<file path="config.mk">
export PLATFORM = sky130hd
export DESIGN_NAME = pcm_frame_sched
export DESIGN_NICKNAME = d
export VERILOG_FILES = /design/src/rtl/pcm_frame_sched.sv
export SDC_FILE = /design/constraint.sdc
export NUM_CORES = 1
export LEC_CHECK = 0
export CORE_MARGIN = 5
export CORE_UTILIZATION = 26
export CTS_BUF_LIST = sky130_fd_sc_hd__clkbuf_4
export CTS_CLUSTER_SIZE = 14
export DETAILED_ROUTE_END_ITERATION = 16
export GPL_TIMING_DRIVEN = 0
export HOLD_SLACK_MARGIN = 0.08
export PLACE_DENSITY = 0.51
export SYNTH_ARGS = -nofsm -noshare
export SYNTH_HDL_FRONTEND = slang
export SYNTH_SLANG_ARGS = --single-unit
</file>
<file path="constraint.sdc">
create_clock -name clk -period 2.3 [get_ports clk]
set_clock_uncertainty 0.2 [all_clocks]
set_input_delay 0.345 -clock clk [delete_from_list [all_inputs] [get_ports clk]]
set_output_delay 0.345 -clock clk [all_outputs]
set_load 0.005 [all_outputs]
</file>
<file path="src/rtl/pcm_frame_sched.sv">
// Snapshots all channel samples on each clk_pcm rise and drains enabled channels, lowest index first.
// First beat registered 3 clk after the clk_pcm rise; beats hold under out_ready low; late frames dropped and flagged.
module pcm_frame_sched #(
  parameter int CHANNELS = 2,
  parameter int WIDTH    = 16
) (
  input  logic                      clk,
  input  logic                      reset,
  input  logic                      clk_pcm,
  input  logic [CHANNELS*WIDTH-1:0] pcm_in,
  input  logic [CHANNELS-1:0]       chan_mask,
  input  logic                      overrun_clr,
  output logic                      out_valid,
  input  logic                      out_ready,
  output logic [WIDTH-1:0]          out_data,
  output logic [3:0]                out_chan,
  output logic                      out_last,
  output logic                      overrun,
  output logic [7:0]                frame_cnt
);

  typedef enum logic {IDLE, SEND} state_t;
  state_t state;

  logic                      sync1, sync2, sync3;
  logic                      primed, armed;
  logic                      strobe, fire, final_fire, accept;
  logic [CHANNELS*WIDTH-1:0] shadow;
  logic [CHANNELS-1:0]       mask_q;
  logic                      first_any, first_last;
  logic [3:0]                first_idx;
  logic [WIDTH-1:0]          first_data;
  logic                      next_any, next_last;
  logic [3:0]                next_idx;
  logic [WIDTH-1:0]          next_data;

  // armed stays low until clk_pcm has been seen low after reset, so a level that is
  // already high at reset release is not mistaken for a rising edge.
  assign strobe     = sync2 & ~sync3 & armed;
  assign fire       = out_valid & out_ready;
  assign final_fire = fire & out_last;
  assign accept     = strobe & ((state == IDLE) | final_fire);

  always_comb begin
    first_any  = 1'b0;
    first_last = 1'b1;
    first_idx  = '0;
    first_data = '0;
    next_any   = 1'b0;
    next_last  = 1'b1;
    next_idx   = out_chan;
    next_data  = '0;
    for (int i = 0; i < CHANNELS; i++) begin
      if (chan_mask[i]) begin
        if (!first_any) begin
          first_any  = 1'b1;
          first_idx  = 4'(i);
          first_data = pcm_in[i*WIDTH +: WIDTH];
        end else begin
          first_last = 1'b0;
        end
      end
      if (mask_q[i] && (i > int'(out_chan))) begin
        if (!next_any) begin
          next_any  = 1'b1;
          next_idx  = 4'(i);
          next_data = shadow[i*WIDTH +: WIDTH];
        end else begin
          next_last = 1'b0;
        end
      end
    end
  end

  always_ff @(posedge clk or negedge reset) begin
    if (!reset) begin
      state     <= IDLE;
      sync1     <= 1'b0;
      sync2     <= 1'b0;
      sync3     <= 1'b0;
      primed    <= 1'b0;
      armed     <= 1'b0;
      shadow    <= '0;
      mask_q    <= '0;
      out_valid <= 1'b0;
      out_data  <= '0;
      out_chan  <= '0;
      out_last  <= 1'b0;
      overrun   <= 1'b0;
      frame_cnt <= '0;
    end else begin
      sync1  <= clk_pcm;
      sync2  <= sync1;
      sync3  <= sync2;
      primed <= 1'b1;
      if (primed && !sync1) armed <= 1'b1;

      if (strobe) frame_cnt <= frame_cnt + 8'd1;
      if (overrun_clr) overrun <= 1'b0;
      if (strobe && !accept) overrun <= 1'b1;

      if (accept) begin
        shadow    <= pcm_in;
        mask_q    <= chan_mask;
        out_valid <= first_any;
        state     <= first_any ? SEND : IDLE;
        if (first_any) begin
          out_chan <= first_idx;
          out_data <= first_data;
          out_last <= first_last;
        end
      end else if ((state == SEND) && fire) begin
        if (out_last) begin
          state     <= IDLE;
          out_valid <= 1'b0;
        end else begin
          out_chan <= next_idx;
          out_data <= next_data;
          out_last <= next_last;
        end
      end
    end
  end

endmodule

</file>
# [Word-level counts from Yosys, hierarchy flattened]
# Cells that the tools add are included.
[totals] regBits=71 inputBits=39 output_inout_bits=31
[classes] n_addsub=1 magnitude_cmp=1 muxes=29 bitwise_logic=8 reduce_logical=14 n_eq_ne=2
[op_table] op="16-bit two-way mux" count=8
[op_table] op="4-bit two-way mux" count=5
[op_table] op="1-bit two-way mux" count=16
[op_table] op="8-bit by 1-bit adder with 8-bit output (second input constant)" count=1
[op_table] op="2-bit nonzero test" count=4
[op_table] op="1-bit AND" count=5
[op_table] op="1-bit by 4-bit > comparator with 1-bit output (first input constant)" count=1
[op_table] op="1-bit logical AND" count=4
[op_table] op="2-bit by 1-bit != test with 1-bit output (second input constant)" count=2
[op_table] op="2-bit AND reduction" count=2
[op_table] op="4-bit AND reduction" count=1
[op_table] op="3-bit AND reduction" count=1
[op_table] op="1-bit logical NOT" count=2
[op_table] op="1-bit inverter" count=2
[op_table] op="1-bit bitwise OR" count=1

# [Depth between registers and ports, before layout]
[depth] ltp_word=7 ltp_mapped=6 ltp_nobuf=5

# [Worst setup path before layout]
# No wires, ideal clock.
[synth_timing] path_type="input to register" from="in chan_mask[0]" to="reg out_data[0]" t_required_ps=1975 path_stages=6 t_arrival_ps=1348 setup_ps=125 slack_ps=627 path_cell_list="buf_4 nor2_4 o22ai_2 o21ai_2 buf_6 mux2_2"
[synth_via] elab_chain_cells=5
[synth_rtl] item="start, declared" line="11" text="input logic [CHANNELS-1:0] chan_mask,"
[synth_rtl] item="16-bit two-way mux / 1-bit two-way mux (equally long branches)" line="54" text="if (chan_mask[i]) begin"
[synth_rtl] item="16-bit two-way mux" line="55" text="if (!first_any) begin"
[synth_rtl] item="16-bit two-way mux" line="54"
[synth_rtl] item="16-bit two-way mux" line="107" text="if (first_any) begin"
[synth_rtl] item="16-bit two-way mux" line="102" text="if (accept) begin"
[synth_rtl] item="end signal, assigned" line="109" text="out_data <= first_data;"
[synth_rtl] item="end signal, assigned" line="118" text="out_data <= next_data;"
[synth_rtl] item="end, declared" line="15" text="output logic [WIDTH-1:0] out_data,"
# Parallel ways exist; a longest one is shown, timed or not. The select of a mux whose other input is x is not followed.
# A chain may end at the register's enable or synchronous reset.

# [Final worst setup path]
[layout_timing] from="reg out_last" to="out out_last"
[layout_lines] item="start, declared" line="17" text="output logic out_last,"
[layout_lines] item="start signal, assigned" line="110" text="out_last <= first_last;"
[layout_lines] item="start signal, assigned" line="119" text="out_last <= next_last;"
# No word-level cell between the ends.

==> flow_summary.toml <==
[outcome]
status = "finished clean"

[yosys]
syn_inst = 191
synth_common_cells = "50 x dfrtp_1, 33 x mux2_2, 23 x nand2_1"
ys_ff_latch = 50
synth_edf_count = 0
yosys.area.top_type = "dfrtp_1"
syn_avg_cell_area_um2 = 12.5
netlist_area_mm2 = 0.00239
async_flop_share = 1.00
yosysTopAreaCellShare = 0.524
synth.distinct_cells = 32
ys.flop_type = "dfrtp_1"
synth.area.top_cells = "dfrtp_1 52%, mux2_2 16%, mux2i_1 7.1%"
synth-seq-area-share = 0.524
yosys_warnings = 0
synth.most_common_cell = "dfrtp_1"

[clock_network]
cts_tree = "done"
clk_pin_slew_worst_paths_ns = 0.15
htree_levels = 2
cts_buffers = 5
clk_path_buf_depth = 2
clk_latency_ns = 0.37
root_buffer = "clkbuf_4"
clock-sinks = 50

[global_route]
antenna_found_initial = 0
grt_overflow = 0
grt_first_pass_wirelength_mm = 9.01
grt_max_degree = 32
grt_pass1_vias = 1725
track_usage = 0.104

[critical_path]
arrival_ns = 1.40
crit_type = "flop to primary output"
worstPathMaxFanout = 5
cp_top_family = "buffers and inverters"
worstSetupStartpointType = "flop"
worst_ep_required_time_ns = 1.75
cpPeakStageDelay_ns = 0.54
path_cells = "clkdlybuf4s50_1"
end_kind = "primary output"
slowest_stage = "clkdlybuf4s50_1"
critical_path_buf_inv_count = 1

[timing]
worstMarginPinSlew_ns = 0.543
fmax_mhz = 515
fin_ws_ns = 0.360
finalSetupViolCount = 0
slew_headroom = 0.638
post-route-period-util = 0.844
rsz0062_at_grt = "no"
timing.hold.ws_ns = 0.196
period_needed_ns = 1.94
hold_viol = 0
slew_violations = 0

[power_and_ir_drop]
peakVddDrop_mv = 0.343
total_power_uw = 2750
pwr_density_cell_mw_per_mm2 = 834
leakage_uw = 0.00140

[routing]
num_vias = 1678
routedWlPerCell_um = 14.8
dr.first_iter.drc_count = 35
wl_mm = 5.64
drc = 0
antenna_left = 0
drt_pass1_iterations = 4
route.detailed.vias_per_inst = 4.42

[floorplanning]
rows = 35
die_w_um = 106
die-area_mm2 = 0.0112
core_mm2 = 0.00911
num_io_pins = 70
fp.dieH_um = 106
initial_core_util = 0.262

[place]
place_area_mm2 = 0.00321
pre_cts_ws_ns = -0.0410
hpwl_mm = 4.05
io_buffers = 66
globalplace.congestion = 0.707

[finish]
reg_top3 = "out_data (16), shadow (16), frame_cnt (8)"
syn2layout_area_growth_pct = 38.2
finalInstanceArea_mm2 = 0.00330
diodes = 0
drive_above_1_share = 0.227
nNetsFinal = 308

[job]
cap_violations = 0

[min_path]
hold_class = "flop to flop"
cell type report:
class | count | area [µm²]
multi-input cells | 125 | 1020
repair buffers | 68 | 686
plain buffers | 14 | 109
flip-flops and latches | 50 | 1250
fillers | 922 | 5810
well taps | 111 | 139
inverters | 4 | 15.0
clock buffers | 5 | 37.5
clock inverters | 3 | 43.8
kinds of logic (layout without fill, tap and decap cells):
family,Yosys count,count (layout),share of synthesized area
other,2,4,0.00314
DFF,50,50,0.524
muxes,50,50,0.227
xor gates and xnor gates,7,7,0.0257
and+or+nand+nor,37,37,0.0822
AOI/OAI and AO/OA,26,26,0.0817
adders and majority gates,1,1,0.00523
buffers and inverters,18,94,0.0518
final timing paths:
check	start	end	slack, ns	cells past startpoint
hold reg to reg	sync1	sync2	0.20	0
max in group asynchronous	reset	out_data[7]	1.10	3
setup / recovery	out_last	out_last	0.36	1
min in group asynchronous	reset	frame_cnt[1]	0.24	2
hold / removal	sync1	sync2	0.20	0
setup reg to reg	out_valid	out_data[5]	0.44	4
through the flow:
stage | cells | utilization | TNS (ns)
after floorplan | 193 | - | 0
after global placement | 370 | 0.351 | -47.23
after detailed placement | 371 | 0.353 | -0.283
after CTS | 380 | 0.363 | 0
after global routing | 380 | 0.363 | 0
final | 380 | 0.363 | 0
cell usage in the layout, fill, tap and decap left out, types with 2 or more instances in the layout:
master           count
mux2_2              33
clkbuf_4             5
nor3_1               2
conb_1               4
buf_4                4
xnor2_1              4
o21ai_0              2
mux2i_1             17
clkbuf_1             2
xor2_1               3
nor2b_1              2
nand3_1              4
a22oi_1             15
clkdlybuf4s50_1     65
inv_1                4
nor2_1               2
buf_6                5
dfrtp_1             50
buf_2                4
nand2_1             23
per-layer routing:
metal	vias up	track usage	routed length, µm
met5	-	0	0
met4	0	0.0305	56
met3	4	0.0269	236
met2	38	0.175	2760
met1	818	0.131	2580
li1	818	-	-
report_power, final:
group / internal, µW / switching [µW] / total (µW)
registers: 1120 / 154 / 1270
clock network: 232 / 306 / 537
logic: 615 / 330 / 945
total: 1960 / 790 / 2750
what timing repair did:
item                                   4_1_cts  5_1_grt
hold buffers                                 1        0
resized for setup                            0        0
buffers inserted                             0        0
endpoints found under the hold margin       19        0
Note: power is estimated with default switching activity, not from simulation.
